File: config.mk
export PLATFORM = sky130hd
export DESIGN_NAME = temp_pwm_gen
export DESIGN_NICKNAME = d
export VERILOG_FILES = /design/src/rtl/temp_pwm_gen.sv
export SDC_FILE = /design/constraint.sdc
export NUM_CORES = 1
export LEC_CHECK = 0
export ABC_AREA = 1
export BUFFER_PORTS_ARGS = -buffer_cell sky130_fd_sc_hd__buf_4
export CAP_MARGIN = 20
export CORE_MARGIN = 1
export CORE_UTILIZATION = 60
export DETAILED_ROUTE_END_ITERATION = 6
export GPL_TIMING_DRIVEN = 0
export PLACE_DENSITY = 0.83
export SETUP_SLACK_MARGIN = 0.15
export SYNTH_ARGS = -nofsm -noshare
export SYNTH_HDL_FRONTEND = slang
export SYNTH_SLANG_ARGS = --single-unit
File: constraint.sdc
create_clock -name clk -period 4.35 [get_ports clk]
set_clock_uncertainty 0.05 [all_clocks]
set_input_delay 0.87 -clock clk [delete_from_list [all_inputs] [get_ports clk]]
set_output_delay 0.87 -clock clk [all_outputs]
set_load 0.005 [all_outputs]
File: src/rtl/temp_pwm_gen.sv
// Temperature code capture from a ramp-counter/comparator pair, plus a PWM output whose duty
// follows the code. Define TEMP_PWM_AVG_EN to drive duty from a 4-code moving average.
`timescale 1ns/1ps
module temp_pwm_gen (
  input  logic       clk,
  input  logic       reset,
  input  logic [7:0] b,
  input  logic       cmp,
  output logic [7:0] code,
  output logic       code_valid,
  output logic       ovf,
  output logic       pwm
);

  typedef enum logic [1:0] {StIdle, StArmed, StTripped} state_e;

  state_e     state_q, state_d;
  logic       cmp_meta_q, cmp_s_q, cmp_d_q;
  logic [7:0] prev_b_q;
  logic [7:0] cap_q, cap_d;
  logic [7:0] code_q, duty_q, duty_new;
  logic       ovf_q, code_valid_q, pwm_q;
  logic       trip, wrap;
  logic       publish, pub_ovf;
  logic [7:0] pub_code;

  assign trip = cmp_s_q & ~cmp_d_q;
  assign wrap = (prev_b_q == 8'hFF) && (b == 8'h00);

  always_comb begin
    state_d  = state_q;
    cap_d    = cap_q;
    publish  = 1'b0;
    pub_code = 8'h00;
    pub_ovf  = 1'b0;
    unique case (state_q)
      StIdle: begin
        // First wrap only marks the start of a full measurement period.
        if (wrap) state_d = StArmed;
      end
      StArmed: begin
        if (wrap) begin
          publish  = 1'b1;
          pub_code = 8'hFF;
          pub_ovf  = 1'b1;
        end else if (trip) begin
          cap_d   = b;
          state_d = StTripped;
        end
      end
      StTripped: begin
        if (wrap) begin
          publish  = 1'b1;
          pub_code = cap_q;
          state_d  = StArmed;
        end
      end
      default: state_d = StIdle;
    endcase
  end

`ifdef TEMP_PWM_AVG_EN
  logic [3:0][7:0] hist_q;
  logic [9:0]      sum_q, sum_d;

  // Running sum of the last four published codes; hist_q[3] is the oldest.
  assign sum_d    = sum_q - {2'b00, hist_q[3]} + {2'b00, pub_code};
  assign duty_new = sum_d[9:2];

  always_ff @(posedge clk or negedge reset) begin
    if (!reset) begin
      hist_q <= '0;
      sum_q  <= '0;
    end else if (publish) begin
      hist_q <= {hist_q[2:0], pub_code};
      sum_q  <= sum_d;
    end
  end
`else
  assign duty_new = pub_code;
`endif

  always_ff @(posedge clk or negedge reset) begin
    if (!reset) begin
      state_q      <= StIdle;
      cmp_meta_q   <= 1'b0;
      cmp_s_q      <= 1'b0;
      cmp_d_q      <= 1'b0;
      prev_b_q     <= 8'h00;
      cap_q        <= 8'h00;
      code_q       <= 8'h00;
      ovf_q        <= 1'b0;
      code_valid_q <= 1'b0;
      duty_q       <= 8'h00;
      pwm_q        <= 1'b0;
    end else begin
      state_q      <= state_d;
      cmp_meta_q   <= cmp;
      cmp_s_q      <= cmp_meta_q;
      cmp_d_q      <= cmp_s_q;
      prev_b_q     <= b;
      cap_q        <= cap_d;
      code_valid_q <= publish;
      if (publish) begin
        code_q <= pub_code;
        ovf_q  <= pub_ovf;
        duty_q <= duty_new;
      end
      // Compares against the duty in force before this edge, so a new duty starts at b=1.
      pwm_q <= (b < duty_q);
    end
  end

  assign code       = code_q;
  assign code_valid = code_valid_q;
  assign ovf        = ovf_q;
  assign pwm        = pwm_q;

endmodule

==> results.rst, run 1 <==
.. list-table::
   :header-rows: 1

   * - Metric
     - Value
   * - Result of the run
     - completed
   * - Highest-count cells in the layout ignoring fill and taps
     - 69 x sky130_fd_sc_hd__nand2_1, 32 x sky130_fd_sc_hd__dfrtp_1, 29 x sky130_fd_sc_hd__inv_1
   * - Post-cts repair resize count
     - 0
   * - IR Drop Worst-Case VDD
     - 0.350 mV
   * - Logic pwr share
     - 28.5%
   * - Total Die Area
     - 2790 µm²
   * - Most common library cell in the layout ignoring fill and taps
     - sky130_fd_sc_hd__nand2_1
   * - Setup Crit Path Kind
     - flop to output port
   * - Post-cts hold buffer count
     - 0
   * - DRC violation count after routing
     - 0
   * - GP Congestion
     - 0.954
   * - Class of the tightest hold or removal check
     - flop to flop
   * - Post-layout total power
     - 0.788 mW
   * - Drt total wl
     - 3300 µm
   * - HPWL reported at the end of detailed placement
     - 2340 µm
   * - Dominant delay contributor by cell family on the critical path
     - flip-flops
   * - Number of antenna violations at the first check in global routing
     - 0
   * - Standby leakage power
     - 0.973 nW
   * - FMAX
     - 0.550 GHz
   * - Largest stage delay on the critical path
     - 0.41 ns
   * - Share of the cycle needed by the critical path after routing
     - 41.8%
   * - Area of the core
     - 2450 µm²
   * - Sequential Area
     - 801 µm²
   * - Beginning of the critical path
     - duty_q[2]
   * - Syn nets
     - 208
   * - Launching element type of the critical path
     - flop
   * - Iteration-0 DRC count of the detailed router
     - 33
   * - Slew margin rel.
     - 73.6%
   * - Worst path buffer plus inverter count
     - 1
   * - Worst Tran Pin Value
     - 0.397 ns
   * - Net Sw Power
     - 0.284 mW
   * - Grt met3 use
     - 7.83%
   * - Mapped Area
     - 1550 µm²
   * - Clock latency at the later pin of the worst-skew pair
     - 0.35 ns
   * - Switching part of the total power
     - 36.0%
   * - Number of max-slew violations in the final report
     - 0
   * - Detailed-route vias per instance
     - 5.11
   * - RR Startpoint
     - state_q[0]
   * - Average wire per cell in the routed design
     - 13.5 µm
   * - Internal portion of total power
     - 0.505 mW
   * - Hold violation total from the final report
     - 0
   * - Number of levels in the clock H-tree
     - 2
   * - Master cell of the clock root buffer
     - sky130_fd_sc_hd__clkbuf_4
   * - Fillers
     - 172
   * - Maximum clock path buffer count
     - 2
   * - Clock network fraction of design power
     - 23.5%
   * - Die Width
     - 52.8 µm
   * - Count of antenna-violating nets left after detailed routing
     - 0
   * - Critical Path End Type
     - output port
   * - Met2 GRT Util
     - 47.5%
   * - Clock Pin Slew Worst Setup and Hold Paths
     - 0.11 ns
   * - Count of endpoints failing setup in the final report
     - 0
   * - Total number of nets in the final design
     - 236
   * - Initial core utilization
     - 63.1%
   * - Antenna diode count
     - 0
   * - Number of buffers added by the clock tree synthesis step
     - 5
   * - Total gr overflow
     - 0
   * - Proportion of synthesized chip area in sequential cells
     - 51.7%
   * - GRT busiest layer
     - met2
   * - Met1 capacity usage during global routing
     - 36.2%
   * - Combined area of the multi-input logic cells
     - 621 µm²
   * - Wire length of the first global-routing pass
     - 5450 µm
   * - Mean post-synth cell area
     - 8.33 µm²
   * - Sequential group share of total power
     - 48.0%
   * - Worst-path cell chain
     - buf_4
   * - IO buf count
     - 21
   * - Post-synthesis instance total
     - 186
   * - Critical-path top delay cell
     - sky130_fd_sc_hd__dfrtp_1
   * - Number of clock sinks
     - 32
   * - Setup TNS
     - 0 ns
   * - Number of distinct library cells after synthesis
     - 16
   * - RSZ-0062 raised after global routing
     - no
   * - Power density over the cells
     - 436 nW/µm²
   * - Pin count of the biggest net entering global routing
     - 33
   * - Num rows
     - 18
   * - Count of maximum capacitance violations
     - 0
   * - Synthesized flop and latch total
     - 32
   * - Number of vias after detailed routing
     - 1253
   * - TritonCTS clock tree
     - done
   * - Startpoint of the worst hold path
     - cmp_meta_q
   * - Clock period minus worst slack
     - 1.82 ns
   * - Crit path max fanout
     - 2
   * - First-pass iteration count of the detailed router
     - 7
   * - Post-CTS Setup Repair Bufs
     - 0
   * - Min setup slack post-route
     - 2.53 ns
   * - Number of global-route vias before repair
     - 1184
   * - Worst setup slack after placement
     - 2.18 ns
   * - Arrival time of the worst setup path
     - 0.90 ns
   * - Y dimension of the die
     - 52.8 µm
   * - Area growth syn-to-layout
     - 16.6%
   * - Required time of the worst setup path
     - 3.43 ns
   * - Share of final-layout standard cells stronger than drive strength 1
     - 17.7%
   * - GRT Util Overall
     - 29.4%
   * - Boundary pin count
     - 22
   * - Number of warnings reported in the yosys synthesis log
     - 0
cell type report:
class | instances | area share (%)
buffer | 2 | 0.900
clock buffer | 7 | 3.04
clock inverter | 1 | 0.415
inverter | 30 | 6.23
multi-input combinational | 122 | 34.3
sequential | 32 | 44.3
tap | 30 | 2.08
timing repair buffer | 21 | 8.72
synthesized netlist by cell type:
master                     instances  area, µm²
sky130_fd_sc_hd__nor2_1           12       45.0
sky130_fd_sc_hd__ha_1             11        138
sky130_fd_sc_hd__buf_6             1       11.3
sky130_fd_sc_hd__buf_2             1       5.00
sky130_fd_sc_hd__clkinv_1          1       3.75
sky130_fd_sc_hd__a21oi_1           4       20.0
sky130_fd_sc_hd__nand3_1           4       20.0
sky130_fd_sc_hd__nand2_1          69        259
sky130_fd_sc_hd__inv_1            29        109
sky130_fd_sc_hd__dfrtp_1          32        801
sky130_fd_sc_hd__nand2_2           1       6.26
sky130_fd_sc_hd__o21ai_0          12       60.1
sky130_fd_sc_hd__nand3_2           3       30.0
sky130_fd_sc_hd__o21ai_2           2       17.5
sky130_fd_sc_hd__nor2_2            2       12.5
sky130_fd_sc_hd__nand4_1           2       12.5
routing by layer:
metal / up-vias / wire [µm]
met3: 8 / 180
met2: 39 / 1690
met5: - / 0
met4: 0 / 76
met1: 582 / 1350
li1: 624 / -
registers in the layout (all words and copies together) (netlist names):
name	flops
duty_q	8
cmp_meta_q	1
state_q	2
cap_q	8
prev_b_q	8
ovf	1
cmp_d_q	1
code_valid	1
pwm	1
cmp_s_q	1
path summary, 6_finish.rpt:
path	endpoint	slack (ns)	cells after the start
max in group asynchronous	ovf	3.57	1
min in group asynchronous	duty_q[0]	0.39	1
max	code[2]	2.53	1
min	cmp_s_q	0.31	0
min reg2reg	cmp_s_q	0.31	0
max reg2reg	state_q[0]	2.74	9
per-stage QoR:
step                      cells  hold slack (ns)  instance area [µm²]  utilization [%]
after CTS                   245            0.312                 1810             73.6
after detailed placement    237            0.289                 1750             71.1
final                       245            0.311                 1810             73.6
after global placement      237            0.282                 1750             71.1
after floorplan             186            0.281                 1550                -
after global routing        245            0.323                 1810             73.6
power by group through the flow:
stage,Clock (mW),Sequential (mW),Combinational (mW)
2_1_floorplan,0,0.375,0.163
3_3_place_gp,0,0.380,0.211
3_5_place_dp,0,0.383,0.224
4_1_cts,0.190,0.378,0.227
5_1_grt,0.196,0.384,0.260
6_report,0.185,0.379,0.224
kinds of logic (layout without fill, tap and decap cells):
| family | count (synthesis) | in the layout | synth area share [%] |
|---|---|---|---|
| flip-flops | 32 | 32 | 51.7 |
| AND/OR/NAND/NOR | 93 | 93 | 24.9 |
| adder cells (fa/ha/maj) | 11 | 11 | 8.88 |
| buffers and inverters | 32 | 61 | 8.31 |
| AO/OA/AOI/OAI | 18 | 18 | 6.30 |
Note: power is estimated with default switching activity, not from simulation.
==> inputs of run 2 (changes only) <==
Settings changed: CORE_UTILIZATION 60 to 56, PLACE_DENSITY 0.83 to 0.78.
Clock period 4.35 ns to 1.85 ns, I/O delays scaled along.
==> run 2 against run 1 <==
Via count is 1.9% higher; sequential share of layout area is 0.092 points lower; non-clock buffer count is 2 higher; cell count is 0.41% higher; total power is 130% higher; core utilization is 2.5 points lower; combinational power is 150% higher; largest cell class unchanged.
==> results.rst, run 2 (synthesis results as in run 1) <==
.. list-table::
   :header-rows: 1

   * - Metric
     - Value
   * - Total number of nets in the final design
     - 238 (+0.85%)
   * - Wire length of the first global-routing pass
     - 5180 µm (-5.0%)
   * - Fillers
     - 217 (+26%)
   * - Number of antenna violations at the first check in global routing
     - 0 (unchanged)
   * - TritonCTS clock tree
     - done
   * - Antenna diode count
     - 0 (unchanged)
   * - Total gr overflow
     - 0 (unchanged)
   * - RSZ-0062 raised after global routing
     - no
   * - Number of buffers added by the clock tree synthesis step
     - 5 (unchanged)
   * - Initial core utilization
     - 60.9% (-2.2 points)
   * - Count of endpoints failing setup in the final report
     - 0 (unchanged)
   * - First-pass iteration count of the detailed router
     - 4 (-3)
   * - Iteration-0 DRC count of the detailed router
     - 30 (-9.1%)
   * - Power density over the cells
     - 1010 nW/µm² (+130%)
   * - IR Drop Worst-Case VDD
     - 0.987 mV (+180%)
   * - Worst Tran Pin Value
     - 0.397 ns (+0.000265 ns)
   * - IO buf count
     - 21 (unchanged)
   * - Maximum clock path buffer count
     - 2 (unchanged)
   * - Required time of the worst setup path
     - 2.04 ns (-1.39 ns)
   * - Number of global-route vias before repair
     - 1212 (+2.4%)
   * - Launching element type of the critical path
     - flop
   * - Setup TNS
     - 0 ns (unchanged)
   * - Total Die Area
     - 2980 µm² (+6.9%)
   * - DRC violation count after routing
     - 0 (unchanged)
   * - Min setup slack post-route
     - 0.294 ns (-2.24 ns)
   * - Most common library cell in the layout ignoring fill and taps
     - sky130_fd_sc_hd__nand2_1
   * - FMAX
     - 0.643 GHz
   * - HPWL reported at the end of detailed placement
     - 2250 µm (-3.6%)
   * - Area of the core
     - 2540 µm² (+3.7%)
   * - Arrival time of the worst setup path
     - 1.74 ns (+0.84 ns)
   * - End point of the critical path
     - state_q[1]
   * - GRT Util Overall
     - 26.0% (-3.3 points)
   * - GP Congestion
     - 0.927 (-2.8%)
   * - Crit path max fanout
     - 9 (+7)
   * - Worst setup slack after placement
     - 0.218 ns (-1.96 ns)
   * - Number of max-slew violations in the final report
     - 0 (unchanged)
   * - Sequential Area
     - 801 µm² (unchanged)
   * - Share of final-layout standard cells stronger than drive strength 1
     - 18.1% (+0.38 points)
   * - RR Startpoint
     - state_q[0]
   * - Number of cells traversed by the worst register-to-register path
     - 9 (unchanged)
   * - Beginning of the critical path
     - state_q[0]
   * - Critical Path End Type
     - flop
   * - Share of the cycle needed by the critical path after routing
     - 84.1%
   * - Setup Crit Path Kind
     - flop to flop
   * - Average wire per cell in the routed design
     - 12.9 µm (-4.5%)
   * - Area growth syn-to-layout
     - 16.9%
   * - Boundary pin count
     - 22 (unchanged)
   * - Number of clock sinks
     - 32 (unchanged)
   * - Drt total wl
     - 3170 µm (-4.1%)
   * - Result of the run
     - completed
   * - Hold violation total from the final report
     - 0 (unchanged)
   * - Clock period minus worst slack
     - 1.56 ns
   * - Combined area of the multi-input logic cells
     - 623 µm² (+0.40%)
   * - Worst hold slack after final layout
     - 0.0806 ns (-0.231 ns)
   * - Number of levels in the clock H-tree
     - 2 (unchanged)
   * - Clock Pin Slew Worst Setup and Hold Paths
     - 0.10 ns (about the same)
   * - Class of the tightest hold or removal check
     - primary input to flop
   * - Y dimension of the die
     - 54.6 µm (+3.4%)
   * - Count of antenna-violating nets left after detailed routing
     - 0 (unchanged)
   * - Terminus of the critical flop-to-flop path
     - state_q[1]
   * - Startpoint of the worst hold path
     - cmp
   * - Die Width
     - 54.6 µm (+3.4%)
   * - Highest-count cells in the layout ignoring fill and taps
     - 69 x sky130_fd_sc_hd__nand2_1, 32 x sky130_fd_sc_hd__dfrtp_1, 29 x sky130_fd_sc_hd__inv_1
   * - Registers with the most flip-flops
     - cap_q: 8 flops, duty_q: 8 flops, prev_b_q: 8 flops
   * - Slew margin rel.
     - 73.5% (about the same)
   * - Clock latency at the later pin of the worst-skew pair
     - 0.34 ns (about the same)
   * - Setup slack of the worst register-to-register path
     - 0.29 ns (-2.45 ns)
   * - Num rows
     - 18 (unchanged)
   * - Standby leakage power
     - 0.978 nW (+0.60%)
   * - Detailed-route vias per instance
     - 5.19 (+1.5%)
   * - Count of maximum capacitance violations
     - 0 (unchanged)
   * - Pin count of the biggest net entering global routing
     - 33 (unchanged)
   * - Master cell of the clock root buffer
     - sky130_fd_sc_hd__clkbuf_4
   * - Number of vias after detailed routing
     - 1277 (+1.9%)
==> run 2: cell count changes in the layout (fill, tap and decap cells not counted) <==
cell                            delta
sky130_fd_sc_hd__buf_4             +1
sky130_fd_sc_hd__clkbuf_8          -1
sky130_fd_sc_hd__clkinv_2          +1
sky130_fd_sc_hd__clkinvlp_4        -1
sky130_fd_sc_hd__dlygate4sd3_1     +1
sky130_fd_sc_hd__nor2_1            -1
sky130_fd_sc_hd__nor2_2            +1
==> run 2: cell type report <==
class / count / share of cell area (%)
clock buffer: 6 / 2.28
sequential: 32 / 44.2
timing repair buffer: 23 / 9.67
multi-input combinational: 122 / 34.4
buffer: 2 / 0.898
inverter: 30 / 6.22
clock inverter: 1 / 0.276
tap: 30 / 2.07
==> run 2: how the worst min path moves through the flow <==
stage                 endpoint  cells past startpoint
detailed placement  state_q[0]                      1
global route        cmp_meta_q                      1
floorplan             cap_q[0]                      0
CTS                 cmp_meta_q                      1
finish              cmp_meta_q                      1
global placement    state_q[0]                      1
==> run 2: stage by stage <==
step | std cells | utilization (%) | total power [mW] | cell area [µm²]
finish | 246 | 71.2 | 1.83 | 1810
global route | 246 | 71.2 | 1.95 | 1810
global placement | 237 | 68.6 | 1.39 | 1750
detailed placement | 237 | 68.6 | 1.43 | 1750
floorplan | 186 | - | 1.26 | 1550
CTS | 245 | 70.8 | 1.80 | 1800
==> run 2: repair_timing <==
| item | 4_1_cts | 5_1_grt |
|---|---|---|
| setup buffers | 0 | 1 |
| endpoints found under the hold margin | 32 | 0 |
| hold buffers | 1 | 0 |
| setup endpoints to repair | 0 | 2 |
| gates resized for setup | 0 | 1 |
==> run 2: layer usage <==
layer  global-route usage [%]  up-vias  part of all wire (%)  routed length, µm
li1                         -      624                     -                  -
met1                     31.7      615                    45               1410
met2                     41.6       34                    49               1540
met3                     8.33        4                   5.0                157
met4                     12.0        0                   1.6                 51
met5                        0        -                     0                  0
==> run 2: worst max-delay path: stages, from the launching register on <==
cell and delay (ns):
sky130_fd_sc_hd__dfrtp_1 0.39, sky130_fd_sc_hd__inv_1 0.07, sky130_fd_sc_hd__ha_1 0.19, sky130_fd_sc_hd__buf_2 0.19, sky130_fd_sc_hd__nor2_2 0.19, sky130_fd_sc_hd__inv_1 0.06
sky130_fd_sc_hd__nand2_1 0.09, sky130_fd_sc_hd__nand3_1 0.10, sky130_fd_sc_hd__nand2_1 0.08, sky130_fd_sc_hd__nand2_1 0.05
==> run 2: where the power goes <==
group	internal (mW)	switching [mW]	leakage, nW
registers	0.815	0.0693	0.360
clock network	0.140	0.241	0.0281
logic	0.205	0.355	0.590
total	1.16	0.666	0.978
==> inputs of run 3 (changes only) <==
Settings changed: CORE_UTILIZATION 56 to 50, PLACE_DENSITY 0.78 to 0.74.
Clock period 1.85 ns to 1.4 ns, I/O delays scaled along.
==> run 3 against run 2 <==
Routed wire length rose by 20%; clock power rose by 33%; sequential power rose by 37%; setup slack got worse by 0.23 ns; worst hold slack got worse by 0.066 ns; final area rose by 16%; die area rose by 12%; cell count rose by 4.1%; combinational power rose by 120%; core utilization rose by 2.7 points; via count rose by 3.1%; largest cell class is now multi-input combinational cells.
==> results.rst, run 3 (synthesis results as in run 1) <==
.. list-table::
   :header-rows: 1

   * - Metric
     - Value
   * - Critical Path End Type
     - flop
   * - Standby leakage power
     - 1.06 nW (+8.5%)
   * - Post-layout total power
     - 2.94 mW (+61%)
   * - Total number of nets in the final design
     - 247 (+3.8%)
   * - Antenna diode count
     - 0 (unchanged)
   * - GP Congestion
     - 0.843 (-9.1%)
   * - Share of the cycle needed by the critical path after routing
     - 95.2% (+11 points)
   * - Clock latency at the later pin of the worst-skew pair
     - 0.34 ns (about the same)
   * - Number of buffers added by the clock tree synthesis step
     - 5 (unchanged)
   * - Drt total wl
     - 3810 µm (+20%)
   * - Die Width
     - 57.7 µm (+5.6%)
   * - Registers with the most flip-flops
     - cap_q: 8 flops, duty_q: 8 flops, prev_b_q: 8 flops
   * - Slew margin rel.
     - 73.1% (-0.41 points)
   * - Num rows
     - 19 (+1)
   * - GRT Util Overall
     - 26.1% (+0.12 points)
   * - Most common library cell in the layout ignoring fill and taps
     - sky130_fd_sc_hd__nand2_1
   * - Number of max-slew violations in the final report
     - 0 (unchanged)
   * - Hold violation total from the final report
     - 0 (unchanged)
   * - Required time of the worst setup path
     - 1.58 ns (-0.46 ns)
   * - Count of endpoints failing setup in the final report
     - 0 (unchanged)
   * - Count of antenna-violating nets left after detailed routing
     - 0 (unchanged)
   * - Number of clock sinks
     - 32 (unchanged)
   * - Number of levels in the clock H-tree
     - 2 (unchanged)
   * - Dominant delay contributor by cell family on the critical path
     - flip-flops
   * - Worst-path cell chain
     - ha_4 > buf_6 > nor2_4 > inv_2 > nand2_2 > nand3_2 > nand2_1 > nand2_1
   * - Launching element type of the critical path
     - flop
   * - First-pass iteration count of the detailed router
     - 4 (unchanged)
   * - Initial core utilization
     - 54.3% (-6.6 points)
   * - RSZ-0062 raised after global routing
     - yes
   * - IO buf count
     - 21 (unchanged)
   * - Area of the core
     - 2850 µm² (+12%)
   * - Power density over the cells
     - 1390 nW/µm² (+38%)
   * - Number of vias after detailed routing
     - 1317 (+3.1%)
   * - Maximum clock path buffer count
     - 2 (unchanged)
   * - Count of maximum capacitance violations
     - 0 (unchanged)
   * - Share of final-layout standard cells stronger than drive strength 1
     - 38.2% (+20 points)
   * - Iteration-0 DRC count of the detailed router
     - 50 (+67%)
   * - Y dimension of the die
     - 57.7 µm (+5.6%)
   * - Detailed-route vias per instance
     - 5.14 (-0.90%)
   * - FMAX
     - 0.751 GHz (+17%)
   * - RR Startpoint
     - state_q[1]
   * - Setup Crit Path Kind
     - flop to flop
   * - Wire length of the first global-routing pass
     - 6260 µm (+21%)
   * - Average wire per cell in the routed design
     - 14.9 µm (+16%)
   * - Total Die Area
     - 3330 µm² (+12%)
   * - Largest stage delay on the critical path
     - 0.45 ns (+0.06 ns)
   * - HPWL reported at the end of detailed placement
     - 2280 µm (+1.3%)
   * - Result of the run
     - completed
   * - Area growth syn-to-layout
     - 35.9%
   * - Master cell of the clock root buffer
     - sky130_fd_sc_hd__clkbuf_4
   * - Total gr overflow
     - 0 (unchanged)
   * - Number of antenna violations at the first check in global routing
     - 0 (unchanged)
   * - Critical-path top delay cell
     - sky130_fd_sc_hd__dfrtp_2
   * - Startpoint of the worst hold path
     - b[2]
   * - TritonCTS clock tree
     - done
   * - Class of the tightest hold or removal check
     - primary input to flop
   * - Clock Pin Slew Worst Setup and Hold Paths
     - 0.11 ns (about the same)
   * - Min setup slack post-route
     - 0.0678 ns (-0.226 ns)
   * - Highest-count cells in the layout ignoring fill and taps
     - 53 x sky130_fd_sc_hd__nand2_1, 31 x sky130_fd_sc_hd__dfrtp_1, 27 x sky130_fd_sc_hd__buf_4
   * - Number of global-route vias before repair
     - 1363 (+12%)
   * - Pin count of the biggest net entering global routing
     - 33 (unchanged)
   * - Fillers
     - 207 (-4.6%)
   * - Worst path most repeated cell
     - sky130_fd_sc_hd__nand2_1
   * - Arrival time of the worst setup path
     - 1.51 ns (-0.23 ns)
   * - DRC violation count after routing
     - 0 (unchanged)
   * - Clock period minus worst slack
     - 1.33 ns (-0.224 ns)
   * - Worst Tran Pin Value
     - 0.403 ns (+0.00611 ns)
   * - IR Drop Worst-Case VDD
     - 0.767 mV (-22%)
   * - Boundary pin count
     - 22 (unchanged)
   * - Worst setup slack after placement
     - -0.138 ns (-0.355 ns)
   * - Worst path buffer plus inverter count
     - 2 (-1)
   * - Crit path max fanout
     - 5 (-4)
   * - Beginning of the critical path
     - state_q[1]
-- run 3: area by class of cell --
cell class              instances  area, µm²  share of cell area (%)
plain buffers                   2       26.3                    1.25
clock buffers                   5       37.5                    1.78
clock inverters                 2       12.5                   0.594
inverters                      30        116                    5.52
multi-input cells             123        831                    39.4
flip-flops and latches         32        802                    38.1
well taps                      31       38.8                    1.84
repair buffers                 31        243                    11.5
-- run 3: metrics by stage --
| step | cells | setup TNS (ns) | hold WS (ns) | util, % | cell area (µm²) |
|---|---|---|---|---|---|
| 6_report | 256 | 0 | 0.0144 | 73.9 | 2110 |
| 5_1_grt | 256 | -0.0310 | 0.00859 | 73.9 | 2110 |
| 4_1_cts | 254 | 0 | 0.0111 | 70.6 | 2010 |
| 3_5_place_dp | 238 | -1.50 | 0.187 | 61.8 | 1760 |
| 3_3_place_gp | 238 | -0.431 | 0.185 | 61.8 | 1760 |
| 2_1_floorplan | 186 | 0 | -0.0656 | - | 1570 |
-- run 3: worst paths after layout --
path / endpoint / slack, ns / depth (start not counted)
max reg2reg: state_q[1] / 0.07 / 8
min reg2reg: cmp_s_q / 0.31 / 0
max: state_q[1] / 0.07 / 8
max in group asynchronous: state_q[1] / 0.64 / 2
min: prev_b_q[2] / 0.01 / 1
min in group asynchronous: prev_b_q[0] / 0.34 / 2
-- run 3: repair_timing --
action                     CTS  global route
hold buffers                 2             0
buffers inserted             4             2
pin swaps                   10            10
setup endpoints to repair   20            20
gates resized for setup     45            22
hold endpoints to repair    33             0
gates cloned                 3             0
-- run 3: power breakdown --
| group | leakage (nW) | total (mW) | internal [mW] | switching [mW] |
|---|---|---|---|---|
| Combinational | 0.676 | 1.22 | 0.526 | 0.693 |
| Sequential | 0.359 | 1.21 | 1.08 | 0.129 |
| Clock | 0.0271 | 0.508 | 0.183 | 0.325 |
-- run 3: metal layers --
metal / wire length (µm) / vias up / GRT usage, %
met5: 0 / - / 0
met4: 96 / 0 / 13.9
met3: 245 / 13 / 7.37
met2: 1930 / 45 / 42.5
met1: 1540 / 609 / 31.8
li1: - / 650 / -
